`src/rtl/ccsds123_sample_feeder_pkg.sv`:
```
// Shared constants and helpers for the CCSDS-123 sample feeder: lane geometry,
// counter sizing and the bubble LFSR feedback taps.
package ccsds123_pkg;

  // Fibonacci taps 16,14,13,11 -> state bits 15,13,12,10
  localparam logic [15:0] LFSR_TAPS = 16'hB400;

  typedef enum logic {ST_EMPTY, ST_HOLD} buf_state_e;

  function automatic int sb_of(input int d);
    return (d + 7) / 8;
  endfunction

  function automatic int spw_of(input int w, input int d);
    return w / (sb_of(d) * 8);
  endfunction

  function automatic int n_of(input int nx, input int ny, input int nz);
    return nx * ny * nz;
  endfunction

  // Counter width that stays at least one bit for degenerate sizes
  function automatic int cw_of(input int n);
    return (n > 1) ? $clog2(n) : 1;
  endfunction

endpackage

```
`src/rtl/ccsds123_sample_feeder_lfsr16.sv`:
```
// 16-bit Fibonacci LFSR with seed, enable and async active-low reset.
// A zero seed would lock up, so it is replaced by 1.
module lfsr16
  import ccsds123_pkg::*;
#(
  parameter logic [15:0] SEED = 16'hACE1
) (
  input  logic        clk,
  input  logic        rst_n,
  input  logic        en,
  output logic [15:0] value
);

  localparam logic [15:0] INIT = (SEED == 16'h0) ? 16'h0001 : SEED;

  always_ff @(posedge clk or negedge rst_n) begin
    if (!rst_n)  value <= INIT;
    else if (en) value <= {value[14:0], ^(value & LFSR_TAPS)};
  end

endmodule

```
`src/rtl/ccsds123_sample_feeder.sv`:
```
// AXI-stream front end: unpacks wide words into D-bit samples, marks image ends,
// counts images and optionally injects valid bubbles for stall testing.
module ccsds123_sample_feeder
  import ccsds123_pkg::*;
#(
  parameter int          D           = 16,
  parameter int          IN_WIDTH    = 64,
  parameter int          NX          = 16,
  parameter int          NY          = 16,
  parameter int          NZ          = 8,
  parameter logic [15:0] LFSR_SEED   = 16'hACE1,
  parameter int          FRAME_CNT_W = 16
) (
  input  logic                   clk,
  input  logic                   aresetn,
  input  logic [IN_WIDTH-1:0]    s_tdata,
  input  logic                   s_tvalid,
  output logic                   s_tready,
  input  logic                   s_tlast,
  output logic [D-1:0]           out_tdata,
  output logic                   out_tvalid,
  input  logic                   out_tready,
  output logic                   out_tlast,
  input  logic                   bubble_en,
  output logic [FRAME_CNT_W-1:0] frame_count,
  output logic                   err_early_last
);

  localparam int SB     = sb_of(D);
  localparam int SPW    = spw_of(IN_WIDTH, D);
  localparam int N      = n_of(NX, NY, NZ);
  localparam int CNT_W  = cw_of(N);
  localparam int LANE_W = cw_of(SPW);
  localparam logic [CNT_W-1:0]  LAST_CNT  = CNT_W'(N - 1);
  localparam logic [LANE_W-1:0] LAST_LANE = LANE_W'(SPW - 1);

  if ((IN_WIDTH % (SB * 8)) != 0 || D > 16 || D < 2) begin : g_bad_params
    $error("ccsds123_sample_feeder: illegal D/IN_WIDTH combination");
  end

  buf_state_e          st;
  logic [IN_WIDTH-1:0] word_q;
  logic [LANE_W-1:0]   lane;
  logic                word_last;
  logic [CNT_W-1:0]    cnt;   // image index of the next sample to present
  logic [15:0]         lfsr;
  logic [D-1:0]        lanes [SPW];
  logic                gate_open, load, word_done, accept, consume;

  lfsr16 #(.SEED(LFSR_SEED)) u_lfsr (
    .clk   (clk),
    .rst_n (aresetn),
    .en    (1'b1),
    .value (lfsr)
  );

  for (genvar k = 0; k < SPW; k++) begin : g_lane
    assign lanes[k] = word_q[k*SB*8 +: D];
  end

  assign gate_open = !(bubble_en && (lfsr[1:0] != 2'b00));
  assign consume   = out_tvalid && out_tready;
  assign load      = (st == ST_HOLD) && (!out_tvalid || out_tready) && gate_open;
  // Image end drops the remaining lanes so each image starts on a fresh word
  assign word_done = load && ((lane == LAST_LANE) || (cnt == LAST_CNT));
  assign s_tready  = aresetn && ((st == ST_EMPTY) || word_done);
  assign accept    = s_tvalid && s_tready;

  always_ff @(posedge clk or negedge aresetn) begin
    if (!aresetn) begin
      st             <= ST_EMPTY;
      word_q         <= '0;
      lane           <= '0;
      word_last      <= 1'b0;
      cnt            <= '0;
      out_tdata      <= '0;
      out_tvalid     <= 1'b0;
      out_tlast      <= 1'b0;
      frame_count    <= '0;
      err_early_last <= 1'b0;
    end else begin
      if (load) begin
        out_tdata  <= lanes[lane];
        out_tvalid <= 1'b1;
        out_tlast  <= (cnt == LAST_CNT);
        cnt        <= (cnt == LAST_CNT) ? '0 : cnt + CNT_W'(1);
        lane       <= lane + LANE_W'(1);
      end else if (consume) begin
        out_tvalid <= 1'b0;
        out_tlast  <= 1'b0;
      end
      if (word_done) begin
        st <= ST_EMPTY;
        if (word_last && (cnt != LAST_CNT)) err_early_last <= 1'b1;
      end
      // A same-cycle accept overrides the lane/state update above
      if (accept) begin
        word_q    <= s_tdata;
        word_last <= s_tlast;
        lane      <= '0;
        st        <= ST_HOLD;
      end
      if (consume && out_tlast) frame_count <= frame_count + FRAME_CNT_W'(1);
    end
  end

endmodule

```
`config.mk`:
```
export PLATFORM = sky130hd
export DESIGN_NAME = ccsds123_sample_feeder
export DESIGN_NICKNAME = d
export VERILOG_FILES = /design/src/rtl/ccsds123_sample_feeder_pkg.sv /design/src/rtl/ccsds123_sample_feeder_lfsr16.sv /design/src/rtl/ccsds123_sample_feeder.sv
export SDC_FILE = /design/constraint.sdc
export NUM_CORES = 1
export LEC_CHECK = 0
export ABC_AREA = 1
export CAP_MARGIN = 20
export CORE_UTILIZATION = 57
export CTS_BUF_LIST = sky130_fd_sc_hd__clkbuf_8 sky130_fd_sc_hd__clkbuf_16
export DETAILED_ROUTE_END_ITERATION = 10
export GPL_TIMING_DRIVEN = 0
export PLACE_DENSITY = 0.82
export SETUP_SLACK_MARGIN = 0.1
export SYNTH_ARGS = -nofsm -noshare
export SYNTH_HDL_FRONTEND = slang
export SYNTH_SLANG_ARGS = --single-unit
```
`constraint.sdc`:
```
create_clock -name clk -period 3.54 [get_ports clk]
set_input_delay 0.354 -clock clk [delete_from_list [all_inputs] [get_ports clk]]
set_output_delay 0.354 -clock clk [all_outputs]
set_load 0.02 [all_outputs]
```
# ---- Yosys cells after proc, flatten, opt, wreduce, memory -nomap -nowiden
# Cells that the tools add are included.
dict set report totals {
  regBits 130
  in_bits 70
  out_inout_bits 36
  word_cells 51
}
dict set report op_classes {
  add_sub_neg 3
  magnitude_cmp 1
  n_eq_ne 3
  mux 11
  n_bitwise 2
  n_reduce_logical 20
}
# operator count
set op_table {}
lappend op_table {{$bmux W16 S2} 1}
lappend op_table {{$mux W16} 2}
lappend op_table {{$add A16 B1 Y16 const B} 1}
lappend op_table {{$reduce_xor A16 Y1} 1}
lappend op_table {{$add A11 B1 Y11 const B} 1}
lappend op_table {{$eq A11 B11 Y1 const B} 1}
lappend op_table {{$mux W11} 1}
lappend op_table {{$ne A11 B11 Y1 const B} 1}
lappend op_table {{$logic_and A1 B1 Y1} 9}
lappend op_table {{$reduce_bool A2 Y1} 4}
lappend op_table {{$mux W1} 5}
lappend op_table {{$mux W2} 2}
lappend op_table {{$ge A3 B3 Y1 const B} 1}
lappend op_table {{$logic_or A1 B1 Y1} 3}
lappend op_table {{$not A2 Y3} 1}
lappend op_table {{$add A2 B1 Y2 const B} 1}
lappend op_table {{$eq A2 B2 Y1 const B} 1}
lappend op_table {{$logic_not A1 Y1} 2}
lappend op_table {{$reduce_and A2 Y1} 1}
lappend op_table {{$not A1 Y1} 1}

# ---- Depth between registers and ports, before layout
# Gate-level depths: netlist of run 1.
dict set report depth {
  ltp_word 9
  mapped_depth 11
  ltp_nobuf 9
}

# ---- Modules after synthesis
# A second synthesis of run 1 with hierarchy kept.
dict set report unflattened {
  cells_unflattened 705
  area_unflattened_um2 6008.3
}
# mod instances cells_per_inst area_each_um2 seq_area_each_um2
set modules_own_cells {}
lappend modules_own_cells {ccsds123_sample_feeder 1 629 5298.8 2852.7}
lappend modules_own_cells {lfsr16 1 76 709.4 410.4}

# ---- Least setup slack after synthesis of run 1
# No wires, ideal clock.
dict set report synth_timing {
  path_type {reg-to-output}
  startpoint {reg cnt[0]}
  endpoint {out s_tready}
  t_arrival_ns 1.487
  t_required_ns 3.186
  setup_slack_ns 1.699
  path_stages_with_launch 6
  n_path_buf 0
  cell_sequence {dfrtp_1 > ha_1 > nand3_1 > nor2_1 > nand3_2 > a21boi_0}
}
dict set report synth_between {
  elab_chain_cells 5
}
# item line
set synth_lines {}
lappend synth_lines {{start, declared} ccsds123_sample_feeder.sv:45} ;# logic [CNT_W-1:0] cnt;
lappend synth_lines {{start signal, assigned} ccsds123_sample_feeder.sv:86} ;# cnt <= (cnt == LAST_CNT) ? '0 : cnt + CNT_W'(1);
lappend synth_lines {{$eq A11 B11 Y1} ccsds123_sample_feeder.sv:65} ;# assign word_done = load && ((lane == LAST_LANE) || (cnt == LAST_CNT));
lappend synth_lines {{$logic_or A1 B1 Y1} ccsds123_sample_feeder.sv:65}
lappend synth_lines {{$logic_and A1 B1 Y1} ccsds123_sample_feeder.sv:65}
lappend synth_lines {{$logic_or A1 B1 Y1} ccsds123_sample_feeder.sv:66} ;# assign s_tready = aresetn && ((st == ST_EMPTY) || word_done);
lappend synth_lines {{$logic_and A1 B1 Y1} ccsds123_sample_feeder.sv:66}
lappend synth_lines {{end, declared} ccsds123_sample_feeder.sv:18} ;# output logic s_tready,
# No other way between the ends.

# ---- Worst setup path after layout of run 1
# Ends and elaborated chain as after synthesis.

==> results.md, run 1 <==
- Status: completed
- Final setup vio count: 0
- Fill cell count: around 690
- Final ANT Viol Nets: 0
- Clock power share: 28.0%
- Remaining DRCs: 0
- Clock root buffer: clkbuf_8
- Register bit total from synthesis: 130
- Top cells by area, synth: dfrtp_1, nand2_1, nand4_1
- CP max stage cell: clkdlybuf4s50_1
- CTS tree: yes
- Hold Crit Endpoint: u_lfsr.value[5]$_DFF_PN1_
- Hold crit path type: reg -> reg
- IO buf count: 105
- Hold path start: u_lfsr.value[4]$_DFF_PN0_
- Share of post-route cells with drive strength above 1: between 7 and 8%
- Tot Pwr: approximately 6.4 mW
- Synth warnings: 0
- Period utilization: between 80 and 90%
- Crit path max fanout: 6
- Via/cell ratio: around 5.7
- Worst path max stage delay: about 0.66 ns
- Detail Placement HPWL: around 11000 microns
- Power Density: 833 nW/um^2
- Cells after synthesis: 675
- Maximum root-to-sink buffer count: 2
- Initial antenna violation count: 0
- Routed len/inst: 16.8 microns
- Clk sink count: 130
- H-tree depth: 4
- Standard-cell row count: 36
- Max-slew violations: 0
- Pin count of the biggest net entering global routing: 103
- Worst-margin pin slew: between 0.7 and 0.8 ns
- RSZ-0062 raised after global routing: no
- Synth Area per Inst: 8.62 sq um
- Setup TNS Final: 0 ns
- Hold path cells: 0
- Clock input transition at the sequential cells of the worst setup and hold paths: 0.06 ns
- Max-cap viol count: 0
- Nets@finish: a little under 900
- Tot GR Track Use: 33.0%
- R2r endpoint: cnt[6]$_DFFE_PN0P_
- Vias in the first global route: about 5.4k
- Syn Nets: 748
- Die area: ~11000 sq um
- Inserted Diodes: 0
- Leakage: about 3.7 nW
- First-pass GRT wire length: around 26000 microns
- Crit. End Element: output pin
- Area grow syn2layout: 32.3%
- Sw frac: 37.2%
- CP delay by family, top: buffers and inverters
- Sequential share of power: a little under two fifths
- Die H: about 100 microns
- R2R depth: 7
- Final Hold Viols: 0
- Cell Chain, Critical Path: ha_1, nand3_1, nor2_1, nand3_2, a21boi_0, clkdlybuf4s50_1
- CTS buffer count: 17
- I/O pin count: 106
- Dpl cells: 914
- DR iter-0 viols: 305
- Routability congestion estimate: 0.883
- Mapped Area: roughly 5800 sq um
- CP Data Arrival Time: ~2.6 ns
- Yosys top cell area share: between 50% and 60%
- Worst IR drop on VDD: between 0.4 and 0.5 mV
- Via count: approximately 5.4k
- TritonRoute pass-1 iters: 5
- Core footprint: 9820 sq um
- P_int: 4.03 mW
- Relative slew margins: 51.6%
- Sequential area share after synthesis: approximately 56%
- Net load switching power: 2.39 mW
- CP Class: reg -> out
- Tmin final: 2.92 ns
- Fin Clk Skew: 0.00759 ns
- Reg2reg setup slack: approximately 1.5 ns
- Starting Density: roughly 60%
- Comb power frac: roughly a third
- Chip Width: between 100 and 150 microns
- Crit start category: register
- Layout Cells excl Fill: ~950
- # resized after CTS: 0
- Yosys cell types: 31
- Total routed wirelength: between 15000 and 20000 microns
- Clock Latency Late Sink: roughly 0.53 ns
- R2R Path Start: u_lfsr.value[1]$_DFF_PN0_
- CP Buf/Inv Count: 1
- Grt ovf: 0
- Synth area leader: dfrtp_1
- Fmax: 342 MHz
- WP data required: ~3.2 ns
worst register-to-register path: cells and delay by family, from the launching register on:
kind / cells / cell delay [ns]
AOI/OAI and AO/OA: 2 / 0.53
buffers and inverters: 1 / 0.11
DFF: 1 / 0.40
and+or+nand+nor: 4 / 0.90
worst max path at each step:
stage	from	cells after the start	end
final	cnt[0]$_DFFE_PN0P_	6	s_tready
after global routing	cnt[0]$_DFFE_PN0P_	6	s_tready
after CTS	aresetn	6	s_tready
after detailed placement	aresetn	5	s_tready
after global placement	aresetn	4	s_tready
after floorplan	cnt[0]$_DFFE_PN0P_	5	s_tready
power groups by stage:
stage / clock network, mW / logic [mW] / registers, mW
2_1_floorplan: 0 / 1.28 / 2.40
3_3_place_gp: 0 / 2.08 / 2.37
3_5_place_dp: 0 / 2.18 / 2.39
4_1_cts: 1.81 / 2.21 / 2.39
5_1_grt: 1.88 / 2.47 / 2.45
6_report: 1.80 / 2.22 / 2.40
layout by cell type (no fill, tap or decap), types with 3 or more instances in the layout:
cell type,instances
nand3_1,12
nor3_1,7
o21ai_0,42
xnor2_1,5
xor2_1,12
dfstp_2,8
buf_2,7
buf_6,4
clkbuf_1,23
dfrtp_1,122
bufinv_16,4
nor2_1,95
buf_1,3
nand4_1,71
clkbuf_8,3
nand2_1,189
buf_4,5
clkbuf_16,16
ha_1,3
clkdlybuf4s50_1,104
inv_2,4
a31oi_1,17
inv_1,34
flip-flops by register name, indices dropped and copies added, names as in the netlist:
name / flops
err_early_last: 1
word_q: 64
frame_count: 16
out_tvalid: 1
u_lfsr.value: 16
st: 1
out_tlast: 1
lane: 2
cnt: 11
out_tdata: 16
word_last: 1
cells by family (layout without fill, tap and decap cells):
kind of cell               count (synthesis)  in the layout  share of synthesized area, %
adders and majority gates                  3              3                         0.645
buffers and inverters                     77            216                          5.82
and+or+nand+nor                          382            382                          28.6
DFF                                      130            130                          56.0
AOI/OAI and AO/OA                         66             66                          6.30
xor gates and xnor gates                  17             17                          2.56
layout make-up:
cell class	count	area, sq um	share of cell area (%)
multi-input cells	468	2220	28.8
well taps	133	166	2.16
clock inverters	13	169	2.19
flip-flops and latches	130	3260	42.4
repair buffers	108	1110	14.4
plain buffers	41	204	2.65
inverters	35	131	1.71
clock buffers	19	442	5.73
cells in the mapped netlist (all sizes together):
library cell  count
nor3b             2
a21boi            1
a31o              2
clkbuf           24
inv              34
o21ai            43
a31oi            17
dfstp             8
nand3            14
nor3              7
clkinv            1
o21bai            1
nand2           190
o21a              1
dfrtp           122
nor2             97
xnor2             5
buf              18
xor2             12
nand4            71
nand3b            1
a21oi             1
ha                3
routing by layer:
metal | GRT usage, % | wire length, microns | vias to the layer above
li1 | - | - | 2497
met1 | 38.3 | 6270 | 2627
met2 | 56.9 | 8180 | 193
met3 | 8.47 | 892 | 44
met4 | 16.4 | 537 | 0
met5 | 0 | 0 | -
through the flow:
stage	setup slack (ns)	cell area [sq um]	hold WS, ns	utilization, %
after global placement	-3.37	7040	0.338	71.7
after global routing	0.445	7700	0.360	78.5
final	0.617	7700	0.351	78.5
after CTS	0.203	7710	0.351	78.5
after detailed placement	0.594	7070	0.259	72.0
after floorplan	1.70	5820	0.0584	-
timing repair:
| action | 4_1_cts | 5_1_grt |
|---|---|---|
| setup buffers | 0 | 0 |
| endpoints found under the hold margin | 29 | 0 |
| setup endpoints to repair | 0 | 1 |
| hold buffers | 2 | 0 |
Power figures use the tool's default switching activity.
==> run 2, diff against run 1 <==
- CORE_UTILIZATION: 57 -> 52
- PLACE_DENSITY: 0.82 -> 0.75
- clock period: 3.54 -> 3.1 ns (I/O delays scaled with it)
==> results.md, run 2 (synthesis results as in run 1) <==
- RSZ-0062 raised after global routing: no
- Max-slew violations: 0
- Max-cap viol count: 0
- CP Data Arrival Time: about 2.5 ns
- Cell Chain, Critical Path: ha_1, nand3_1, nor2_1, nand3_2, a21boi_1, clkdlybuf4s50_1
- Power Density: ~940 nW/um^2
- TritonRoute pass-1 iters: 5
- Worst-margin pin slew: between 0.6 and 0.7 ns
- Largest register FFs: 64
- Most frequent cells in the layout: nand2_1, dfrtp_1, clkdlybuf4s50_1
- Routed len/inst: between 15 and 20 microns
- Dpl cells: 921
- Maximum root-to-sink buffer count: 2
- Worst Hold Margin: approximately 0.33 ns
- Net load switching power: approximately 2.8 mW
- Clk sink count: 130
- Period utilization: 91.5%
- Design Area, Final: ~7700 sq um
- Detail Placement HPWL: ~11000 microns
- Final setup vio count: 0
- Via count: approximately 5.2k
- Clock root buffer: clkbuf_8
- Routability congestion estimate: 0.912
- Tmin final: 2.84 ns
- Crit start category: register
- Remaining DRCs: 0
- Hold crit path type: in -> reg
- Sw frac: 37.9%
- Tot GR Track Use: between 20 and 30%
- Leakage: around 3.7 nW
- Chip Width: around 110 microns
- DR iter-0 viols: 414
- Commonest non-fill, non-tap cell in the layout: nand2_1
- Fmax: roughly 350 MHz
- CTS buffer count: 17
- Via/cell ratio: around 5.4
- IO buf count: ~110
- Relative slew margins: around 55%
- Core footprint: roughly 11000 sq um
- I/O pin count: 106
- Comb power frac: approximately a third
- Pin count of the biggest net entering global routing: 74
- CP max stage cell: clkdlybuf4s50_1
- Final Hold Viols: 0
- Fill cell count: 816
- Inserted Diodes: 0
- First-pass GRT wire length: 24400 microns
- Fin worst setup slack: around 0.26 ns
- WP data required: 2.79 ns
- Nets@finish: roughly 880
- Die H: 108 microns
- Clock Latency Late Sink: ~0.54 ns
- Reg2reg setup slack: 1.05 ns
- Crit path max fanout: 6
- Final ANT Viol Nets: 0
- Largest reg by FF count: word_q
- CTS tree: yes
- Clock power share: between 20 and 30%
- Placed inst area: about 7100 sq um
- Status: completed
- Postcts setup bufs: 0
- CP delay by family, top: buffers and inverters
- Die area: approximately 12000 sq um
- Standard-cell row count: 38
- Fin Clk Skew: between 0.01 and 0.015 ns
- Grt ovf: 0
- CP Buf/Inv Count: 1
- Vias in the first global route: around 5.0k
- Worst path max stage delay: approximately 0.64 ns
- Pre-CTS WS: 0.442 ns
- Worst IR drop on VDD: approximately 0.57 mV
- CP Class: reg -> out
- Sequential share of power: between 30% and 40%
- P_int: about 4.5 mW
- H-tree depth: 4
- Initial antenna violation count: 0
- Crit. End Element: output pin
- Total routed wirelength: approximately 15000 microns
- Layout Cells excl Fill: 955
- Setup TNS Final: 0 ns
- Share of post-route cells with drive strength above 1: 8.34%
- Starting Density: 53.5%
- Clock input transition at the sequential cells of the worst setup and hold paths: approximately 0.060 ns
- Area grow syn2layout: 32.4%
[run 2: cell types whose count changed in the layout (fill, tap and decap cells not counted), sizes merged]
cell	previous run	this run
bufinv	4	3
clkinv	4	5
clkinvlp	2	6
inv	38	35
[run 2: worst paths after layout]
path                                                 from                          to  cells after the start
max in group asynchronous                         aresetn   u_lfsr.value[0]$_DFF_PN1_                      3
worst min-delay path                          s_tdata[24]      word_q[24]$_DFFE_PN0P_                      3
min in group asynchronous                         aresetn  u_lfsr.value[15]$_DFF_PN1_                      2
worst min register to register  u_lfsr.value[3]$_DFF_PN0_   u_lfsr.value[4]$_DFF_PN0_                      0
worst max register to register         cnt[0]$_DFFE_PN0P_      word_q[52]$_DFFE_PN0P_                     10
worst max-delay path                   cnt[0]$_DFFE_PN0P_                    s_tready                      6
[run 2: layout make-up]
class | count | area (sq um) | area share, %
Multi-Input combinational cell | 468 | 2220 | 28.8
Inverter | 35 | 131 | 1.70
Buffer | 42 | 208 | 2.69
Tap cell | 140 | 175 | 2.27
Timing Repair Buffer | 108 | 1120 | 14.5
Clock inverter | 14 | 166 | 2.16
Clock buffer | 18 | 428 | 5.55
Sequential cell | 130 | 3260 | 42.3
[run 2: metrics by stage]
step / util, % / total power, mW
3_5_place_dp: 65.0 / 5.19
6_report: 70.8 / 7.26
5_1_grt: 70.8 / 7.67
3_3_place_gp: 64.7 / 5.09
4_1_cts: 70.8 / 7.22
2_1_floorplan: - / 4.20
[run 2: timing repair]
action / in CTS / in global routing
hold buffers: 2 / 0
setup endpoints to repair: 0 / 1
hold endpoints to repair: 56 / 0
gates resized for setup: 0 / 1
[run 2: metal layers]
metal / GRT usage, % / share of wire (%) / vias up
li1: - / - / 2488
met1: 36.5 / 42 / 2470
met2: 46.2 / 49 / 205
met3: 5.57 / 6.4 / 35
met4: 12.7 / 2.6 / 0
met5: 0 / 0 / -
[run 2: worst min-delay path: cells and delay by family]
kind	cells	cell delay [ns]
AND/OR/NAND/NOR	2	0.13
buffers and inverters	1	0.39
[run 2: power by group through the flow]
stage	logic, mW	registers (mW)	clock network, mW
final	2.50	2.75	2.00
after detailed placement	2.45	2.74	0
after floorplan	1.47	2.74	0
after global placement	2.35	2.74	0
after global routing	2.78	2.80	2.09
after CTS	2.48	2.73	2.01
